[src/rtl/sr_grant_arbiter_pkg.sv]
// ============================================================================
// sr_arb_pkg : shared types, default parameters and width helper for the
//              set/reset-flag round-robin grant arbiter.
// Revision   : 1.0
// ============================================================================
`default_nettype none

package sr_arb_pkg;

   typedef enum logic [1:0] {
      IDLE = 2'd0,
      OWN  = 2'd1,
      REL  = 2'd2
   } state_e;

   localparam int unsigned N_REQ_DEF    = 4;
   localparam int unsigned HOLD_MAX_DEF = 15;

   // Width of an index/counter able to hold 0..n-1, never narrower than 1 bit.
   function automatic int unsigned width_of(input int unsigned n);
      int unsigned w;
      w = 1;
      if (n > 2) w = $clog2(n);
      return w;
   endfunction

endpackage

`default_nettype wire

[src/rtl/sr_grant_arbiter_if.sv]
// ============================================================================
// sr_grant_arbiter_if : request/grant bundle between requesters and arbiter.
// Revision            : 1.0
// ============================================================================
`default_nettype none

interface sr_grant_arbiter_if
   import sr_arb_pkg::*;
#(
   parameter int unsigned N_REQ = N_REQ_DEF
);
   localparam int unsigned ID_W = width_of(N_REQ);

   logic [N_REQ-1:0] req;
   logic [N_REQ-1:0] done;
   logic [N_REQ-1:0] grant;
   logic [ID_W-1:0]  grant_id;
   logic             busy;
   logic             timeout;

   modport master (
      output req, done,
      input  grant, grant_id, busy, timeout
   );

   modport slave (
      input  req, done,
      output grant, grant_id, busy, timeout
   );

endinterface

`default_nettype wire

[src/rtl/sr_grant_arbiter_flag.sv]
// ============================================================================
// sr_flag  : synchronous set/reset ownership cell, reset input dominates set.
// Revision : 1.0
// ============================================================================
`default_nettype none

module sr_flag (
   input  logic clk,
   input  logic reset,
   input  logic s,
   input  logic r,
   output logic q,
   output logic qbar
);

   logic flag_q;

   always_ff @(posedge clk) begin
      if (reset) begin
         flag_q <= 1'b0;
      end else if (r) begin
         flag_q <= 1'b0;
      end else if (s) begin
         flag_q <= 1'b1;
      end
   end

   assign q    = flag_q;
   assign qbar = ~flag_q;

endmodule

`default_nettype wire

[src/rtl/sr_grant_arbiter.sv]
// ============================================================================
// sr_grant_arbiter : round-robin arbiter with per-requester set/reset flags,
//                    mandatory release dead cycle and bounded hold time.
// Revision         : 1.0
// ============================================================================
`default_nettype none

module sr_grant_arbiter
   import sr_arb_pkg::*;
#(
   parameter int unsigned N_REQ    = N_REQ_DEF,
   parameter int unsigned HOLD_MAX = HOLD_MAX_DEF
) (
   input  logic              clk,
   input  logic              reset,
   sr_grant_arbiter_if.slave bus
);

   localparam int unsigned ID_W  = width_of(N_REQ);
   localparam int unsigned CNT_W = width_of(HOLD_MAX + 1);

   state_e           state_q, state_d;
   logic [ID_W-1:0]  owner_q, owner_d;
   logic [ID_W-1:0]  ptr_q,   ptr_d;
   logic [CNT_W-1:0] cnt_q,   cnt_d;
   logic             timeout_q, timeout_d;

   logic [ID_W-1:0]  winner;
   logic             found;
   logic [N_REQ-1:0] set_p, rst_p;
   logic [N_REQ-1:0] flag_q, flag_qbar;
   logic             own_done, own_req, hold_hit;

   assign own_done = bus.done[owner_q];
   assign own_req  = bus.req[owner_q];
   assign hold_hit = (cnt_q == CNT_W'(HOLD_MAX));

   // First requester at or after ptr, wrapping; works for non-power-of-two N_REQ.
   always_comb begin : rr_search
      int              idx;
      logic [ID_W-1:0] cand;
      found  = 1'b0;
      winner = '0;
      idx    = 0;
      cand   = '0;
      for (int i = 0; i < int'(N_REQ); i++) begin
         idx = int'(ptr_q) + i;
         if (idx >= int'(N_REQ)) idx = idx - int'(N_REQ);
         cand = ID_W'(idx);
         if (!found && bus.req[cand]) begin
            found  = 1'b1;
            winner = cand;
         end
      end
   end

   always_ff @(posedge clk) begin
      if (reset) begin
         state_q   <= IDLE;
         owner_q   <= '0;
         ptr_q     <= '0;
         cnt_q     <= '0;
         timeout_q <= 1'b0;
      end else begin
         state_q   <= state_d;
         owner_q   <= owner_d;
         ptr_q     <= ptr_d;
         cnt_q     <= cnt_d;
         timeout_q <= timeout_d;
      end
   end

   // The reset pulse is issued on the last OWN cycle so the flag is already
   // clear throughout REL; set and reset therefore live in disjoint states.
   always_comb begin
      state_d   = state_q;
      owner_d   = owner_q;
      ptr_d     = ptr_q;
      cnt_d     = cnt_q;
      timeout_d = 1'b0;
      set_p     = '0;
      rst_p     = '0;
      unique case (state_q)
         IDLE: begin
            cnt_d = '0;
            if (found) begin
               set_p[winner] = 1'b1;
               owner_d       = winner;
               cnt_d         = CNT_W'(1);
               state_d       = OWN;
            end
         end
         OWN: begin
            if (!hold_hit) cnt_d = cnt_q + CNT_W'(1);
            if (own_done || !own_req || hold_hit) begin
               rst_p[owner_q] = 1'b1;
               timeout_d      = hold_hit && !own_done;
               state_d        = REL;
            end
         end
         REL: begin
            ptr_d   = (owner_q == ID_W'(N_REQ - 1)) ? '0 : owner_q + ID_W'(1);
            owner_d = '0;
            cnt_d   = '0;
            state_d = IDLE;
         end
         default: begin
            state_d = IDLE;
         end
      endcase
   end

   for (genvar g = 0; g < int'(N_REQ); g++) begin : g_flag
      sr_flag u_flag (
         .clk   (clk),
         .reset (reset),
         .s     (set_p[g]),
         .r     (rst_p[g]),
         .q     (flag_q[g]),
         .qbar  (flag_qbar[g])
      );
   end

   assign bus.grant    = flag_q;
   assign bus.busy     = ~&flag_qbar;
   assign bus.grant_id = owner_q;
   assign bus.timeout  = timeout_q;

endmodule

`default_nettype wire
[src/flat_wrapper.sv]
// flat-port wrapper written by rule: the top's interface ports become plain ports
module sr_grant_arbiter_flat import sr_arb_pkg::*;
#(
   parameter int unsigned N_REQ    = N_REQ_DEF,
   parameter int unsigned HOLD_MAX = HOLD_MAX_DEF
)
  (clk, reset, bus_req, bus_done, bus_grant, bus_grant_id, bus_busy, bus_timeout);
  sr_grant_arbiter_if #(.N_REQ(N_REQ)) bus_i ();
  input  logic clk;
  input  logic reset;
  input wire logic [$bits(bus_i.req)-1:0] bus_req;
  input wire logic [$bits(bus_i.done)-1:0] bus_done;
  output wire logic [$bits(bus_i.grant)-1:0] bus_grant;
  output wire logic [$bits(bus_i.grant_id)-1:0] bus_grant_id;
  output wire logic [$bits(bus_i.busy)-1:0] bus_busy;
  output wire logic [$bits(bus_i.timeout)-1:0] bus_timeout;
  assign bus_i.req = bus_req;
  assign bus_i.done = bus_done;
  assign bus_grant = bus_i.grant;
  assign bus_grant_id = bus_i.grant_id;
  assign bus_busy = bus_i.busy;
  assign bus_timeout = bus_i.timeout;
  sr_grant_arbiter #(.N_REQ(N_REQ), .HOLD_MAX(HOLD_MAX)) u_core (.clk(clk), .reset(reset), .bus(bus_i));
endmodule
[config.mk]
export PLATFORM = sky130hd
export DESIGN_NAME = sr_grant_arbiter_flat
export DESIGN_NICKNAME = d
export VERILOG_FILES = /design/src/rtl/sr_grant_arbiter_pkg.sv /design/src/rtl/sr_grant_arbiter_if.sv /design/src/rtl/sr_grant_arbiter_flag.sv /design/src/rtl/sr_grant_arbiter.sv /design/src/flat_wrapper.sv
export SDC_FILE = /design/constraint.sdc
export NUM_CORES = 1
export LEC_CHECK = 0
export BUFFER_PORTS_ARGS = -buffer_cell sky130_fd_sc_hd__buf_2
export CORE_MARGIN = 3
export CORE_UTILIZATION = 55
export CTS_CLUSTER_SIZE = 16
export DETAILED_ROUTE_END_ITERATION = 10
export PLACE_DENSITY = 0.79
export SYNTH_ARGS = -nofsm -noshare
export SYNTH_HDL_FRONTEND = slang
export SYNTH_SLANG_ARGS = --single-unit
[constraint.sdc]
create_clock -name clk -period 3.8 [get_ports clk]
set_input_delay 0.38 -clock clk [delete_from_list [all_inputs] [get_ports clk]]
set_output_delay 0.38 -clock clk [all_outputs]
set_load 0.01 [all_outputs]
==> flow_summary.toml, run 1 <==
[cells_and_area]
drive_above_1_share_pct = 22.95
syn2layout_area_growth_pct = 10.18
layout.cells.non_filler = 146
nFillCells = 129
seq_area_um2 = 300.3
final_core_util_pct = 67.97
antenna_cells = 0
nets = 143
multiInputGateArea_um2 = 606.8

[setup_path]
critPathRequiredTime_ns = 4.04
startpoint_type = "flip-flop"
path_class = "reg -> reg"
crit_path_start = "u_core.state_q[1]$_SDFFE_PP0P_"
worstPathCellList = "inv_1 > ha_1 > a41oi_1 > nor4bb_1 > a21oi_1 > nor2_1"
cp.arrival_ns = 2.05
crit_path_max_fanout = 7
max_stage_delay_ns = 0.49
r2r_start = "u_core.state_q[1]$_SDFFE_PP0P_"
worstSetupEndpointType = "flip-flop"
critical_path.slowest_cell = "a41oi_1"
reg2reg_depth = 6

[detailed_routing]
drt-initial-drc-count = 35
wl_mm = 2.096
drtPass1Iterations = 4
drc = 0
num_vias = 849
ant_nets = 0
avgRoutedWirePerCell_um = 14.36
vias_per_cell = 5.815

[clocking]
cts_setup_buffers = 0
post_cts_resized = 0
hold_buffers = 0
clkTransAtPathRegs_ns = 0.10
cts_max_level = 1
cts_tree = "yes"
clk_latency_ns = 0.29
clockRootBuffer = "clkbuf_4"
clock_path_buffers = 2
cts.sinks = 15
numCtsBuffers = 3

[sta]
setup_viol = 0
tightest_slew_ns = 0.5101
fin_crit_sh_pct = 47.84
final-hold-violation-count = 0
final.setup_skew_ns = 0.006759
maxSlewViolCount = 0
max_clock_freq_ghz = 0.5500
fin_crit_ns = 1.818
grt_setup_unrepaired = "false"
slew_headroom_pct = 65.54
tns_ns = 0

[worst_hold_path]
hp-start = "reset"
hp-class = "in -> reg"
hold_depth = 2

[synth]
syn_nets = 128
synth_top_family_by_area = "compound AO/OA/AOI/OAI gates"
yosysTopAreaCellShare_pct = 30.53
avgSynthCellArea_um2 = 9.106
synth_area_leaders = "dfxtp_1 31%, ha_1 13%, a21oi_1 6.1%"
synth_mux_area_share_pct = 9.033
synth_area_um2 = 983.4
synth-seq-cells = 15
yosys.area_share.xor_xnor_pct = 0
yosys.area_share.adder_pct = 12.72
ys_seq_area_share_pct = 30.53
yosys.area_share.simple_pct = 18.70
synth-compound-area-share_pct = 21.25
yosys_warnings = 0
synth_top_area_cell = "dfxtp_1"
netlist_instances = 108
synth_cell_type_count = 38

[floorplanning]
core-area_um2 = 1594
fp.dieW_um = 48.29
start_util_pct = 61.70
ios = 18
rows = 14
dieArea_um2 = 2331
die_h_um = 48.29

[power_and_ir_drop]
worst_ir_drop_vdd_uv = 228.8
p_leak_uw = 0.0004585
power_uw = 407.5
p_per_area_nw_per_um2 = 376.1

[global_routing]
gr-usage-met2_pct = 30.47
track_usage_pct = 20.23
grt_pass1_wl_mm = 3.201
grt_pass1_vias = 719
use_met3_pct = 5.535
grt_max_degree = 18
grt_use_met1_pct = 27.17
grt_antenna_before_repair = 0
grt-busiest-layer = "met2"
gr-total-overflow = 0

[placement]
place_inst = 142
dpl.hpwl_mm = 1.580
io_buffers = 17
place.gp.congestion = 0.8886

[run]
drv_cap = 0

[status]
outcome = "completed"
## placed cells by master, fill, tap and decap left out, drive strengths merged
master	instances
nand3	3
dfxtp	15
o32ai	2
a21oi	12
or2	1
a41oi	1
nor3	1
o22a	1
o32a	2
nor4b	2
mux2i	4
nor2	8
nor2b	4
clkinv	1
nor4	2
nand4	1
ha	10
inv	9
buf	17
or4	2
a41o	1
clkbuf	3
and3	1
nor4bb	1
a211oi	4
o21ai	3
mux4	2
a21boi	1
o221ai	1
o22ai	1
nand2b	2
o21a	1
nand2	3
## Yosys cell counts
cell	number
a211oi_1	3
a211oi_2	1
a21boi_2	1
a21oi_1	12
a41o_1	1
a41oi_1	1
and3_1	1
buf_2	1
buf_4	4
clkbuf_1	2
dfxtp_1	15
ha_1	10
inv_1	8
inv_2	1
mux2i_1	4
mux4_1	1
mux4_2	1
nand2_1	3
nand2b_1	2
nand3_1	2
nand3_2	1
nand4_1	1
nor2_1	8
nor2b_1	4
nor3_1	1
nor4_1	1
nor4_2	1
nor4b_1	2
nor4bb_1	1
o21a_1	1
o21ai_0	3
o221ai_1	1
o22a_1	1
o22ai_1	1
o32a_1	2
o32ai_1	2
or2_2	1
or4_1	2
## area by class of cell
class	instances	area share (%)
multi-input cells	77	56.00
clock buffers	3	2.079
repair buffers	17	7.852
well taps	24	2.771
clock inverters	1	0.4619
inverters	9	3.118
flip-flops and latches	15	27.71
## report_power, final
| group | internal, µW | total (µW) | switching, µW |
|---|---|---|---|
| Sequential | 172 | 188 | 15.6 |
| Clock | 39.2 | 93.8 | 54.6 |
| Combinational | 56.3 | 126 | 69.6 |
| Total | 268 | 408 | 140 |
## critical path, delay by kind of cell (launching register included)
family,cells,cell delay [ns]
compound gates,2,0.55
simple gates,2,0.43
flops,1,0.38
fa+ha+maj,1,0.27
buf+inv,1,0.12
## cells by family (layout without fill, tap and decap cells)
group,Yosys count,in the layout
compound gates,30,30
flops,15,15
fa+ha+maj,10,10
buf+inv,16,30
simple gates,31,31
mux,6,6
## flip-flops by register name (all words and copies together) (netlist names)
signal                  cells
u_core.cnt_q                4
u_core.bus.grant_id         2
u_core.state_q              2
u_core.ptr_q                2
u_core.bus.timeout          1
u_core.g_flag.u_flag.q      4
## metal layers
metal	wire [µm]	vias to the layer above
li1	-	426
met1	956	388
met2	973	31
met3	146	4
met4	19	0
met5	0	-
## through the flow
stage          worst slack (ns)  area (µm²)  hold WS [ns]
2_1_floorplan             2.278       983.4        0.4584
5_1_grt                   1.827        1084        0.4526
6_report                  1.982        1084        0.4523
3_5_place_dp              2.037        1056        0.4818
4_1_cts                   2.007        1084        0.4427
3_3_place_gp              2.128        1056        0.4690
## worst paths after layout
path | endpoint | slack [ns]
worst max-delay path | u_core.cnt_q[3]$_SDFFE_PP0P_ | 1.98
worst min-delay path | u_core.cnt_q[2]$_SDFFE_PP0P_ | 0.45
worst max register to register | u_core.cnt_q[3]$_SDFFE_PP0P_ | 1.98
worst min register to register | u_core.cnt_q[1]$_SDFFE_PP0P_ | 0.50
Power figures use the tool's default switching activity.
==> inputs of run 2 (changes only) <==
ABC_AREA = 1   (was unset)
CORE_UTILIZATION = 51   (was 55)
PLACE_DENSITY = 0.75   (was 0.79)
clock period = 1.6 ns   (was 3.8 ns; I/O delays follow)
==> flow_summary.toml, run 2 <==
[clocking]
cts_max_level = 1
cts.sinks = 15
hold_buffers = 0
clk_latency_ns = 0.28
numCtsBuffers = 3
clockRootBuffer = "clkbuf_4"
clock_path_buffers = 2
cts_tree = "yes"
clkTransAtPathRegs_ns = 0.09

[synth]
synth-seq-cells = 15
avgSynthCellArea_um2 = 6.446
netlist_top_cells_count = "57 x nand2_1, 24 x inv_1, 19 x nand3_1"
yosysTopAreaCellShare_pct = 24.39
synth_area_leaders = "dfxtp_1 24%, nand2_1 17%, ha_1 10%"
ys.flop_type = "dfxtp_1"
yosys_warnings = 0
ys_seq_area_share_pct = 24.39
synth_cell_type_count = 26
synth_edf_count = 0
async_reset_ff_share_pct = 0
syn_nets = 211
yosysMostFrequentCell = "nand2_1"
synth_area_um2 = 1231
netlist_instances = 191
synth_top_area_cell = "dfxtp_1"

[run]
drv_cap = 0

[global_routing]
grt_antenna_before_repair = 0
grt_pass1_wl_mm = 4.491
track_usage_pct = 19.93
gr-total-overflow = 0
grt_max_degree = 11
grt_pass1_vias = 1124

[placement]
place.gp.congestion = 0.8173
io_buffers = 17
pre_cts_ws_ns = 0.01726
place_inst = 234
placed_cell_area_um2 = 1335
dpl.hpwl_mm = 2.205

[detailed_routing]
num_vias = 1287
drc = 0
drtPass1Iterations = 4
wl_mm = 3.080
avgRoutedWirePerCell_um = 12.52
drt-initial-drc-count = 41
vias_per_cell = 5.232
ant_nets = 0

[power_and_ir_drop]
power_uw = 2688
p_leak_uw = 0.0007784
worst_ir_drop_vdd_uv = 1110
p_per_area_nw_per_um2 = 1780

[setup_path]
crit_path_start = "u_core.ptr_q[0]$_SDFFE_PP0P_"
reg2reg_slack_ns = 0.03
path_class = "reg -> reg"
crit_path_max_fanout = 6
worstSetupEndpointType = "flip-flop"
critPathRequiredTime_ns = 1.78
cp.arrival_ns = 1.75
startpoint_type = "flip-flop"
reg2reg_to = "u_core.state_q[1]$_SDFFE_PP0P_"
r2r_start = "u_core.ptr_q[0]$_SDFFE_PP0P_"
reg2reg_depth = 13

[sta]
setup_ws_ns = 0.02969
fin_crit_sh_pct = 98.14
final-hold-violation-count = 0
tightest_slew_ns = 0.3015
slew_headroom_pct = 79.90
final.setup_skew_ns = 0.003018
fin_crit_ns = 1.570
max_clock_freq_ghz = 0.6368
maxSlewViolCount = 0
setup_viol = 0
grt_setup_unrepaired = "true"

[worst_hold_path]
hp-start = "reset"
worstHoldEndpoint = "u_core.cnt_q[3]$_SDFFE_PP0P_"
hold_depth = 2
hp-class = "in -> reg"

[floorplanning]
fp.dieW_um = 55.14
dieArea_um2 = 3040
rows = 17
die_h_um = 55.14
start_util_pct = 54.61
ios = 18
core-area_um2 = 2255

[cells_and_area]
final_common_cell = "nand2_1"
final_cell_mix = "51 x nand2_1, 21 x inv_1, 17 x nand3_1, 17 x buf_2"
nets = 239
design_area_um2 = 1510
syn2layout_area_growth_pct = 22.66
nFillCells = 222
drive_above_1_share_pct = 33.49
antenna_cells = 0
final_core_util_pct = 66.98
layout.cells.non_filler = 246

[status]
outcome = "completed"
[run 2: worst max-delay path by stage]
stage | to | slack (ns) | cells past startpoint
after CTS | u_core.state_q[1]$_SDFFE_PP0P_ | 0.0006 | 13
after detailed placement | u_core.state_q[1]$_SDFFE_PP0P_ | 0.02 | 13
after global placement | u_core.state_q[1]$_SDFFE_PP0P_ | 0.09 | 13
final | u_core.state_q[1]$_SDFFE_PP0P_ | 0.03 | 13
after global routing | u_core.state_q[1]$_SDFFE_PP0P_ | -0.08 | 13
after floorplan | u_core.state_q[1]$_SDFFE_PP0P_ | 0.12 | 10
[run 2: where the power goes]
group	internal, µW	total [µW]	switching (µW)
logic	733	1870	1130
clock network	92.6	216	124
registers	492	604	112
total	1320	2690	1370
[run 2: layer usage]
metal	share of wire, %	routed length [µm]	vias up	track usage, %
li1	-	-	667	-
met1	43	1327	592	22.44
met2	53	1644	24	39.76
met3	2.7	84	4	1.877
met4	0.75	23	0	4.049
met5	0	0	-	0
[run 2: what timing repair did]
action | CTS | global route
buffers inserted | 0 | 8
setup endpoints to repair | 0 | 12
resized for setup | 0 | 32
[run 2: kinds of logic (layout without fill, tap and decap cells)]
family | Yosys count | in the layout | synth area share, %
AOI/OAI and AO/OA | 28 | 28 | 13.82
xor gates and xnor gates | 2 | 2 | 1.423
adders and majority gates | 10 | 10 | 10.16
buffers and inverters | 33 | 60 | 12.60
DFF | 15 | 15 | 24.39
and+or+nand+nor | 103 | 103 | 37.60
[run 2: final cells by class]
| class | instances | area, µm² | area share (%) |
|---|---|---|---|
| clock inverters | 1 | 5.005 | 0.3314 |
| well taps | 28 | 35.03 | 2.320 |
| multi-input cells | 143 | 847.1 | 56.09 |
| inverters | 25 | 98.84 | 6.545 |
| clock buffers | 3 | 22.52 | 1.491 |
| repair buffers | 31 | 197.7 | 13.09 |
| flip-flops and latches | 15 | 304.0 | 20.13 |
[run 2: per-stage QoR]
stage / setup TNS (ns) / hold WS, ns
6_report: 0 / 0.1446
5_1_grt: -0.3020 / 0.1494
4_1_cts: 0 / 0.1326
3_5_place_dp: 0 / 0.4421
3_3_place_gp: 0 / 0.4343
2_1_floorplan: 0 / 0.4452
[run 2: worst max-delay path: stages (launching register included)]
cell     delay (ns)
dfxtp_2        0.36
buf_6          0.12
inv_6          0.04
buf_6          0.12
nand2_1        0.07
nand2_1        0.07
nand2_1        0.08
nand2_2        0.11
nor2_4         0.11
nand2_1        0.07
o21ai_2        0.09
inv_1          0.07
nor2_1         0.11
nor2_1         0.05
==> inputs of run 3 (changes only) <==
CORE_UTILIZATION = 40   (was 51)
GPL_TIMING_DRIVEN = 0   (was unset)
PLACE_DENSITY = unset   (was 0.75)
==> flow_summary.toml, run 3 (synthesized netlist as in run 2, its figures left out) <==
[clocking]
numCtsBuffers = 3
hold_buffers = 0
clkTransAtPathRegs_ns = 0.10
clockRootBuffer = "clkbuf_4"
cts_tree = "yes"
cts_max_level = 1
clock_path_buffers = 2
cts.sinks = 15
clk_latency_ns = 0.29

[detailed_routing]
drtPass1Iterations = 4
drt-initial-drc-count = 37
drc = 0
vias_per_cell = 5.092
ant_nets = 0
avgRoutedWirePerCell_um = 11.73
num_vias = 1268
wl_mm = 2.921

[placement]
io_buffers = 16
dpl.hpwl_mm = 2.211
place.gp.congestion = 0.8113
place_inst = 238
pre_cts_ws_ns = -0.02294

[floorplanning]
rows = 19
fp.dieW_um = 61.48
die_h_um = 61.48
dieArea_um2 = 3780
ios = 18
start_util_pct = 43.16
core-area_um2 = 2853

[sta]
final.setup_skew_ns = 0.007446
tightest_slew_ns = 0.3484
fin_crit_sh_pct = 95.54
setup_viol = 0
max_clock_freq_ghz = 0.6542
grt_setup_unrepaired = "true"
slew_headroom_pct = 76.77
final-hold-violation-count = 0
setup_ws_ns = 0.07141
maxSlewViolCount = 0
fin_crit_ns = 1.529

[power_and_ir_drop]
power_frac_seq_pct = 23.6
p_comb_share_pct = 68.0
p_per_area_nw_per_um2 = 1769
worst_ir_drop_vdd_uv = 984.1
netSwitchingPower_uw = 1367
p_sw_share_pct = 50.79
p_int_uw = 1324
clkPwrFrac_pct = 8.4
p_leak_uw = 0.0007767

[setup_path]
worstSetupEndpointType = "flip-flop"
critPathRequiredTime_ns = 1.79
startpoint_type = "flip-flop"
path_class = "reg -> reg"
cp.arrival_ns = 1.72
crit_path_max_fanout = 8
reg2reg_depth = 13

[cells_and_area]
multiInputGateArea_um2 = 855.8
final_cell_mix = "52 x nand2_1, 21 x inv_1, 18 x nand3_1"
nFillCells = 292
drive_above_1_share_pct = 32.57
nets = 239
final_common_cell = "nand2_1"
antenna_cells = 0
syn2layout_area_growth_pct = 23.58
seq_area_um2 = 307.8
layout.cells.non_filler = 249

[global_routing]
grt_pass1_wl_mm = 4.595
track_usage_pct = 16.13
gr-total-overflow = 0
grt_antenna_before_repair = 0
grt_pass1_vias = 1081
grt_max_degree = 11

[run]
drv_cap = 0

[status]
outcome = "completed"

[worst_hold_path]
hp-class = "in -> reg"
hold_depth = 2
==> run 3: changes by cell type in the layout (fill, tap and decap cells not counted), sizes merged <==
cell | previous run | this run
clkbuf | 3 | 5
buf | 31 | 30
clkinv | 1 | 0
==> run 3: path summary, 6_finish.rpt <==
path | start | end | slack (ns)
worst max-delay path | u_core.ptr_q[0]$_SDFFE_PP0P_ | u_core.state_q[1]$_SDFFE_PP0P_ | 0.07
worst max register to register | u_core.ptr_q[0]$_SDFFE_PP0P_ | u_core.state_q[1]$_SDFFE_PP0P_ | 0.07
worst min-delay path | reset | u_core.cnt_q[2]$_SDFFE_PP0P_ | 0.22
worst min register to register | u_core.g_flag[0].u_flag.q$_SDFFE_PP0P_ | u_core.g_flag[0].u_flag.q$_SDFFE_PP0P_ | 0.48
==> run 3: timing repair <==
item                                    in CTS  in global routing
resized for setup                            4                 26
endpoints found under the setup margin       4                 12
cloned                                       0                  1
pin swaps                                    2                 10
setup buffers                                0                  6
==> run 3: layout make-up <==
type	count	area share [%]
clock buffer	4	1.727
timing repair buffer	23	8.717
inverter	25	6.332
sequential	15	20.23
tap	31	2.549
multi-input combinational	143	56.25
buffer	8	4.194
==> run 3: through the flow <==
step           power (µW)  TNS (ns)  util, %  cell area, µm²  hold slack, ns
2_1_floorplan        1806         0        -            1231          0.4452
3_3_place_gp         2134         0    47.32            1350          0.4644
3_5_place_dp         2154  -0.03494    47.32            1350          0.4629
4_1_cts              2398         0    48.64            1388          0.2157
5_1_grt              2959   -0.2392    53.33            1521          0.2597
6_report             2691         0    53.33            1521          0.2208
==> run 3: layer usage <==
layer  share of wire [%]  routed length [µm]  GRT usage (%)
met5                   0                   0              0
met3                 4.2                 124          4.403
met1                  52                1505          23.46
met4                   0                   0          2.727
met2                  44                1291          24.07
==> run 3: worst max-delay path: stages (launching register included) <==
cell     delay (ns)
dfxtp_4        0.39
inv_4          0.06
buf_6          0.12
nand2_2        0.05
nand2_2        0.08
nand2_2        0.07
nand2_4        0.10
nand2_4        0.07
nor2_4         0.13
nand2_2        0.08
o21ai_4        0.10
inv_2          0.05
nor2_2         0.09
nor2_1         0.04
==> run 3: power groups by stage <==
stage	Combinational (µW)	Clock [µW]	Sequential (µW)
5_1_grt	2050	250	654
3_3_place_gp	1520	0	609
2_1_floorplan	1210	0	592
6_report	1830	226	635
4_1_cts	1560	233	608
3_5_place_dp	1540	0	613
